`src/rtl/alu_cmd_sequencer.sv`:
```
`default_nettype none
// ============================================================================
//  Module   : alu_cmd_sequencer
//  Purpose  : Issue stage for an external combinational ALU. Accepts
//             register-addressed commands, reads operands from a small
//             register file, drives the ALU for one cycle, writes the result
//             back and returns a response with result and error flag.
//  Ports    : clk, rst_n                 - clock, synchronous active-low reset
//             cmd_valid/cmd_ready        - command handshake
//             cmd_op/rd/rs1/rs2/imm_en/imm - command fields
//             wr_en/wr_addr/wr_data      - external register-file write port
//             alu_a/alu_b/alu_op         - registered drive to the ALU
//             alu_out                    - combinational result from the ALU
//             rsp_valid/rsp_ready        - response handshake
//             rsp_data/rsp_rd/rsp_err    - response payload
//  Revision : 1.0 - initial release
// ============================================================================
module alu_cmd_sequencer #(
  parameter int DATA_W = 8,
  parameter int NREGS  = 8,
  localparam int AW    = $clog2(NREGS)
) (
  input  logic              clk,
  input  logic              rst_n,
  input  logic              cmd_valid,
  output logic              cmd_ready,
  input  logic [3:0]        cmd_op,
  input  logic [AW-1:0]     cmd_rd,
  input  logic [AW-1:0]     cmd_rs1,
  input  logic [AW-1:0]     cmd_rs2,
  input  logic              cmd_imm_en,
  input  logic [DATA_W-1:0] cmd_imm,
  input  logic              wr_en,
  input  logic [AW-1:0]     wr_addr,
  input  logic [DATA_W-1:0] wr_data,
  output logic [DATA_W-1:0] alu_a,
  output logic [DATA_W-1:0] alu_b,
  output logic [3:0]        alu_op,
  input  logic [DATA_W-1:0] alu_out,
  output logic              rsp_valid,
  input  logic              rsp_ready,
  output logic [DATA_W-1:0] rsp_data,
  output logic [AW-1:0]     rsp_rd,
  output logic              rsp_err
);

  localparam logic [3:0] C_OP_LSL   = 4'd2;
  localparam logic [3:0] C_OP_LSR   = 4'd4;
  localparam logic [3:0] C_OP_LAST  = 4'd8;

  typedef enum logic [1:0] {
    S_IDLE = 2'd0,
    S_EXEC = 2'd1,
    S_RESP = 2'd2
  } state_t;

  state_t              state_q;
  logic [DATA_W-1:0]   regs_q [NREGS];
  logic [DATA_W-1:0]   alu_a_q;
  logic [DATA_W-1:0]   alu_b_q;
  logic [3:0]          alu_op_q;
  logic [AW-1:0]       rd_q;
  logic                err_q;
  logic                rsp_valid_q;
  logic [DATA_W-1:0]   rsp_data_q;
  logic [AW-1:0]       rsp_rd_q;
  logic                rsp_err_q;

  // Operand values to be latched at command accept
  logic                illegal_d;
  logic [DATA_W-1:0]   b_d;
  logic [3:0]          op_d;

  always_comb begin
    illegal_d = (cmd_op > C_OP_LAST);
    b_d       = cmd_imm_en ? cmd_imm : regs_q[cmd_rs2];
    // Shifts only use a 3-bit amount; upper bits of B are cleared
    if (cmd_op >= C_OP_LSL && cmd_op <= C_OP_LSR) begin
      b_d = {{(DATA_W-3){1'b0}}, b_d[2:0]};
    end
    op_d = illegal_d ? 4'd0 : cmd_op;
  end

  always_ff @(posedge clk) begin
    if (!rst_n) begin
      state_q     <= S_IDLE;
      alu_a_q     <= '0;
      alu_b_q     <= '0;
      alu_op_q    <= '0;
      rd_q        <= '0;
      err_q       <= 1'b0;
      rsp_valid_q <= 1'b0;
      rsp_data_q  <= '0;
      rsp_rd_q    <= '0;
      rsp_err_q   <= 1'b0;
      for (int i = 0; i < NREGS; i++) begin
        regs_q[i] <= '0;
      end
    end else begin
      // External write first so that a same-address writeback below overrides it
      if (wr_en) begin
        regs_q[wr_addr] <= wr_data;
      end
      case (state_q)
        S_IDLE: begin
          if (cmd_valid) begin
            alu_a_q  <= regs_q[cmd_rs1];
            alu_b_q  <= b_d;
            alu_op_q <= op_d;
            rd_q     <= cmd_rd;
            err_q    <= illegal_d;
            state_q  <= S_EXEC;
          end
        end
        S_EXEC: begin
          rsp_valid_q <= 1'b1;
          rsp_rd_q    <= rd_q;
          rsp_err_q   <= err_q;
          if (err_q) begin
            rsp_data_q <= '0;
          end else begin
            rsp_data_q   <= alu_out;
            regs_q[rd_q] <= alu_out;
          end
          state_q <= S_RESP;
        end
        S_RESP: begin
          if (rsp_ready) begin
            rsp_valid_q <= 1'b0;
            state_q     <= S_IDLE;
          end
        end
        default: begin
          state_q <= S_IDLE;
        end
      endcase
    end
  end

  assign cmd_ready = rst_n && (state_q == S_IDLE);
  assign alu_a     = alu_a_q;
  assign alu_b     = alu_b_q;
  assign alu_op    = alu_op_q;
  assign rsp_valid = rsp_valid_q;
  assign rsp_data  = rsp_data_q;
  assign rsp_rd    = rsp_rd_q;
  assign rsp_err   = rsp_err_q;

endmodule
`default_nettype wire
```
`config.mk`:
```
export PLATFORM = sky130hd
export DESIGN_NAME = alu_cmd_sequencer
export DESIGN_NICKNAME = d
export VERILOG_FILES = /design/src/rtl/alu_cmd_sequencer.sv
export SDC_FILE = /design/constraint.sdc
export NUM_CORES = 1
export LEC_CHECK = 0
export CAP_MARGIN = 5
export CORE_MARGIN = 2
export CORE_UTILIZATION = 55
export CTS_CLUSTER_SIZE = 16
export DETAILED_ROUTE_END_ITERATION = 6
export HOLD_SLACK_MARGIN = 0.08
export PLACE_DENSITY_LB_ADDON = 0.12
export SYNTH_ARGS = -nofsm -noshare
export SYNTH_HDL_FRONTEND = slang
export SYNTH_SLANG_ARGS = --single-unit
```
`constraint.sdc`:
```
create_clock -name clk -period 3.17 [get_ports clk]
set_clock_uncertainty 0.2 [all_clocks]
set_input_delay 0.7925 -clock clk [delete_from_list [all_inputs] [get_ports clk]]
set_output_delay 0.7925 -clock clk [all_outputs]
set_load 0.01 [all_outputs]
```
# After elaboration in Yosys (flattened, before gate mapping)
# Memory sizes are Yosys's and may differ from the RTL's. A register that Yosys moved wholly into a read port is not among the register bits.
# Index checks and enable logic that the tools add are counted.
# totals
mem_count	1
regBits	31
output_inout_bits	34
ram_bits	64
word_cells	50
# mem_list
name	words	width	read_ports	rd_clocked_by_memory_dff	write_ports	line_no	rtl
regs_q	8	8	2	1	8	58	logic [DATA_W-1:0] regs_q [NREGS];
# op_classes
n_eq_ne	4
n_reduce_logical	10
mux	23
n_lt_le_gt_ge	3
# ops
op	count
8-bit two-way mux	5
8-bit OR reduction	2
1-bit two-way mux	11
3-bit two-way mux	2
2-bit one-hot mux with 3 select lines	1
2-bit AND reduction	3
4-bit by 2-bit >= comparator with 1-bit output (second input constant)	1
4-bit greater-than comparator (second input constant)	1
4-bit by 3-bit less-or-equal comparator with 1-bit output (second input constant)	1
2-bit two-way mux	2
4-bit two-way mux	1
2-bit != test (second input constant)	2
2-bit by 1-bit equality test with 1-bit output (second input constant)	1
2-bit equality test (second input constant)	1
1-bit logical AND	2
2-bit logical NOT	1
1-bit one-hot mux with 2 select lines	1
2-bit nonzero test	1
1-bit logical NOT	1

# Longest topological paths before layout
# Gate-level depths: netlist of run 1.
# logic_depth
ltp_word	6
depth_mapped	8

# Least setup slack after synthesis of run 1
# No wires, ideal clock.
# synth_timing
path_type	input port to flip-flop
from	in rst_n
to	mem regs_q[3][0], enable pin
setup_slack_ps	718
path_buffers	2
setup_ps	338
stages	5
arrival_ps	1914
path_cell_list	nor4bb_1 -> buf_2 -> nand4b_1 -> clkbuf_1 -> nand3b_1
# synth_lines
element	line_no	rtl
start: declaration	24	input logic rst_n,
end: declaration	58	

# Worst setup path after layout of run 1
# layout_timing
from	in rst_n
to	out cmd_ready
# layout_between
elab_chain_len	1
# layout_rtl
element	line_no	rtl
1-bit logical AND	140	assign cmd_ready = rst_n && (state_q == S_IDLE);
end: declaration	26	output logic cmd_ready,
# No other way between the ends.

==> results of run 1 <==
[final cells by class]
class                           instances  area share [%]
Clock buffer                            9            1.84
Sequential cell                       103            40.2
Inverter                               11           0.614
Tap cell                              133            2.47
Timing Repair Buffer                  110            15.4
Clock inverter                          7            1.17
Multi-Input combinational cell        398            38.3
[metal layers]
metal | global-route usage (%) | routed length (um) | up-vias
met1 | 40.3 | 6160 | 2061
met4 | 10.9 | 478 | 0
met5 | 0 | 0 | -
li1 | - | - | 2178
met2 | 41.6 | 6390 | 265
met3 | 5.08 | 1540 | 43
[cells in the final DEF, fill, tap and decap left out, types with 5 or more instances in the layout]
cell             instances
a21boi_0                23
buf_4                   30
clkdlybuf4s50_1         79
nand3_1                 27
mux2i_1                 34
a21oi_1                  9
o22ai_1                 10
clkbuf_8                 9
and3_1                   5
dfxtp_1                 39
nor2_1                  14
or3_1                    9
edfxtp_1                64
o21ai_0                 78
nand2_1                120
or4b_1                   5
nand3b_1                 6
mux4_2                  19
o221ai_1                 6
inv_1                   11
[cells by family (layout without fill, tap and decap cells)]
family	Yosys count	in the layout	synth area share, %
muxes	53	53	13.9
buffers and inverters	58	137	4.59
DFF	103	103	48.9
AOI/OAI and AO/OA	128	128	13.4
and+or+nand+nor	217	217	19.3
[power groups by stage]
stage	clock network [mW]	logic, mW	registers [mW]
after floorplan	0	0.233	1.56
after global placement	0	0.422	1.57
after detailed placement	0	0.431	1.57
after CTS	0.850	0.433	1.54
after global routing	0.904	0.469	1.55
final	0.842	0.435	1.55
[worst max path at each step]
stage,startpoint,end
2_1_floorplan,rst_n,regs_q[3][0]$_DFFE_PP_
5_1_grt,rst_n,cmd_ready
4_1_cts,rst_n,cmd_ready
6_report,rst_n,cmd_ready
3_5_place_dp,rst_n,cmd_ready
3_3_place_gp,rst_n,cmd_ready
[state kept, by name (all words and copies together), names as in the netlist]
name / cells
rsp_err: 1
rd_q: 3
alu_op: 4
err_q: 1
rsp_data: 8
alu_a: 8
rsp_valid: 1
regs_q: 64
state_q: 2
rsp_rd: 3
alu_b: 8
[critical path, delay by kind of cell]
kind | cells | cell delay, ns
and+or+nand+nor | 1 | 0.22
buffers and inverters | 2 | 1.06
[timing repair]
| action | CTS | global route |
|---|---|---|
| hold endpoints to repair | 0 | 0 |
| resized for setup | 1 | 0 |
| setup endpoints to repair | 1 | 0 |
==> results.cfg, run 1 <==
[run_status]
outcome = completed

[synthesis]
synth_top_cells_by_count = 120 x nand2_1, 78 x o21ai_0, 64 x edfxtp_1, 39 x dfxtp_1, 34 x mux2i_1
yosysSeqAreaShare_pct = 48.9
yosysTopAreaCell = edfxtp_1
yosys-top-cells-area = edfxtp_1 35%, dfxtp_1 14%, nand2_1 8.1%
netlist_instances = 559
synth.ff_latch_count = 103
ys_types = 40
ys.flop_type = edfxtp_1
syn_nets = 605
syn_area_um2 = 5530
synthArstFlopShare_pct = 0
synth_edf_count = 64
post-synth-top-count-cell = nand2_1
yosys_warnings = 0
avgSynthCellArea_um2 = 9.89
yosys.area.top_type_share_pct = 34.8

[route]
wl_mm = 14.6
dr.pass1.iters = 5
wl_per_cell_um = 18.9
drtAntennaViolNets = 0
drt_iter0_markers = 532
via_per_inst = 5.90
via_count = 4547
drc_errors = 0

[global_routing]
grt_pass1_vias = 4259
grt_max_degree = 32
grt_pass1_wl_mm = 23.1
overflow = 0
grtUsageTotal_pct = 27.8
grt_antenna_before_repair = 0

[placed_design]
dp_slack_ns = -0.0281
place.gp.congestion = 0.968
hpwl_mm = 11.1
dp_cells = 755
io_buffers = 79
dpl-instance-area_um2 = 6520

[floorplanning]
die_area_um2 = 10900
rows = 36
start_util_pct = 56.6
fp.dieH_um = 104
core_um2 = 9770
die_x_um = 104
io_pins = 80

[critical_path]
r2r_cells = 4
critPathArrivalTime_ns = 2.07
slowest_stage = clkdlybuf4s50_1
cp.required_ns = 2.18
r2r_slack_ns = 1.03
rr_startpoint = err_q$_SDFFE_PN0P_
path_cells = clkdlybuf4s50_1, nor3b_2, clkdlybuf4s50_1
startpoint_type = input port
r2r-end = regs_q[2][0]$_DFFE_PP_
critPathKind = input port to primary output
critical_path.max_stage_delay_ns = 0.59
cpMostUsedCell = clkdlybuf4s50_1
worst_setup_path_end_kind = primary output
path_max_fanout = 2

[cells_and_area]
utilization_pct = 68.8
nFillCells = 779
ff_latch_area_um2 = 2700
multi_input_area_um2 = 2580
area_delta_synth_final_pct = 21.7
fin_cells = 771
drive_gt1_share_pct = 11.6
final_area_um2 = 6730
layout.nets = 679
num_antenna_cells = 0

[sta]
relSlewSlack_pct = 35.9
hold_violations = 0
layout_min_cycle_time_ns = 3.06
setup_viol = 0
max_clock_freq_mhz = 326
worst_slack_ns = 0.105
tightest_slew_ns = 0.949
rsz0062_at_grt = false
setup-tns-final_ns = 0
fin_crit_sh_pct = 96.7
whs_ns = 0.265
finalMaxSlewViolations = 0

[flow_run]
max_cap_viol_count = 0

[min_path]
holdPathEnd = rsp_rd[1]$_SDFFE_PN0N_
hp-start = rsp_rd[1]$_SDFFE_PN0N_
hold_class = flop to flop
whs_path_depth = 2

[clock_tree]
cts_buffer_depth = 2
root_buffer = clkbuf_8
hold_buffers = 0
numCtsBuffers = 9
post_cts_buffers = 0
cts.sinks = 103
cts_tree = done
worstSkewPairLatency_ns = 0.37
htreeDepth = 3
clk_pin_slew_ns = 0.09

[pwr]
finalPower_mw = 2.82
power.internal_mw = 2.08
comb_power_share_pct = 15.4
powerDensity_nw_per_um2 = 420
swShare_pct = 26.2
clkPwrFrac_pct = 29.8
p_seq_share_pct = 54.8
power.leakage_nw = 2.42
p_sw_uw = 740
peakVddDrop_mv = 0.255
Power figures use the tool's default switching activity.
==> inputs of run 2 (changes only) <==
Settings changed: TNS_END_PERCENT set to 10.
==> results of run 2 <==
The final DEF is identical to that of run 1; final timing and power are the same.
==> inputs of run 3 (changes only) <==
Settings changed: CORE_MARGIN 2 to not set, PLACE_DENSITY set to 0.86, PLACE_DENSITY_LB_ADDON 0.12 to not set.
==> run 3 against run 2 <==
  * Non-clock buffer count decreased by 2
  * Global-route usage rose by 2.7 points
  * Via count grew 4.1%
  * Combinational power is essentially flat
  * Critical path type unchanged
  * Critical endpoint unchanged
==> results.cfg, run 3 (same netlist as run 1, synthesis figures left out) <==
[cells_and_area]
top_register = regs_q
multi_input_area_um2 = 2580
final_area_um2 = 6710
nFillCells = 752
layout_commonest_cell = nand2_1
area_delta_synth_final_pct = 21.4
layout.nets = 677
final_cell_mix = 120 x nand2_1, 79 x clkdlybuf4s50_1, 78 x o21ai_0, 64 x edfxtp_1, 39 x dfxtp_1
largest_reg_flops = 64
ff_latch_area_um2 = 2700
num_antenna_cells = 0
drive_gt1_share_pct = 11.3
utilization_pct = 68.7

[global_routing]
grt_max_degree = 30
overflow = 0
grt_antenna_before_repair = 0
grt_pass1_wl_mm = 23.1
grtUsageTotal_pct = 30.5
grt_pass1_vias = 4339

[sta]
tightest_slew_ns = 0.989
max_clock_freq_mhz = 329
layout_min_cycle_time_ns = 3.04
whs_ns = 0.265
hold_violations = 0
finalMaxSlewViolations = 0
relSlewSlack_pct = 33.2
setup-tns-final_ns = 0
rsz0062_at_grt = false
fin_crit_sh_pct = 95.9
worst_slack_ns = 0.129
setup_viol = 0

[pwr]
peakVddDrop_mv = 0.253
p_sw_uw = 764
swShare_pct = 26.8
power.leakage_nw = 2.40
powerDensity_nw_per_um2 = 424
clkPwrFrac_pct = 30.2
p_seq_share_pct = 54.4
power.internal_mw = 2.08
comb_power_share_pct = 15.3

[floorplanning]
io_pins = 80
core_um2 = 9770
die_area_um2 = 10500
start_util_pct = 56.6
rows = 36
fp.dieH_um = 102
die_x_um = 102

[placed_design]
hpwl_mm = 11.5
dp_slack_ns = 0.0413
dpl-instance-area_um2 = 6500
place.gp.congestion = 1.02
io_buffers = 79

[clock_tree]
worstSkewPairLatency_ns = 0.37
cts_buffer_depth = 2
htreeDepth = 3
cts_tree = done
root_buffer = clkbuf_8
numCtsBuffers = 9
clk_pin_slew_ns = 0.10
post_cts_buffers = 0
cts.sinks = 103
hold_buffers = 0

[critical_path]
cp.required_ns = 2.18
path_max_fanout = 2
worst_setup_path_end_kind = primary output
critPathKind = input port to primary output
startpoint_type = input port
critPathArrivalTime_ns = 2.05

[run_status]
outcome = completed

[min_path]
hold_class = flop to flop

[route]
wl_per_cell_um = 19.9
wl_mm = 15.3
dr.pass1.iters = 5
drtAntennaViolNets = 0
drt_iter0_markers = 561
via_count = 4732
drc_errors = 0
via_per_inst = 6.15

[flow_run]
max_cap_viol_count = 0
-- run 3: cell count changes in the layout (fill, tap and decap cells not counted), sizes merged --
| cell | delta |
|---|---|
| clkinv | -3 |
| inv | +1 |
| clkinvlp | +2 |
| buf | -2 |
-- run 3: what timing repair did --
item,CTS,global route
endpoints found under the setup margin,0,1
hold endpoints to repair,0,0
gates resized for setup,0,1
-- run 3: stage by stage --
step | power [mW] | cells
6_report | 2.85 | 769
5_1_grt | 2.94 | 769
4_1_cts | 2.84 | 769
3_5_place_dp | 2.01 | 753
3_3_place_gp | 1.99 | 753
2_1_floorplan | 1.79 | 559
-- run 3: critical path, stage by stage --
cell and delay, ns:
clkdlybuf4s50_1 0.50, nor3b_2 0.20, clkdlybuf4s50_1 0.56
-- run 3: cell type report --
cell class	instances	share of cell area (%)
clock buffers	9	1.85
clock inverters	7	1.19
inverters	11	0.615
multi-input cells	398	38.4
flip-flops and latches	103	40.3
well taps	133	2.48
repair buffers	108	15.2
-- run 3: power groups by stage --
stage                     Clock, mW  Combinational [mW]  Sequential (mW)
after floorplan                   0               0.233             1.56
after global placement            0               0.419             1.57
after detailed placement          0               0.431             1.58
after CTS                     0.862               0.433             1.55
after global routing          0.919               0.466             1.55
final                         0.860               0.437             1.55
-- run 3: layer usage --
layer	share of wire, %	up-vias	global-route usage [%]
met3	12	57	4.86
met5	0	-	0
li1	-	2177	-
met2	44	340	45.5
met1	39	2158	42.2
met4	4.8	0	17.7
-- run 3: final timing paths --
path | startpoint | to | slack [ns] | depth (start not counted)
worst max-delay path | rst_n | cmd_ready | 0.13 | 3
worst max register to register | err_q$_SDFFE_PN0P_ | regs_q[2][4]$_DFFE_PP_ | 1.01 | 4
worst min-delay path | alu_op[0]$_SDFFE_PN0P_ | alu_op[0]$_SDFFE_PN0P_ | 0.27 | 2
worst min register to register | alu_op[0]$_SDFFE_PN0P_ | alu_op[0]$_SDFFE_PN0P_ | 0.27 | 2
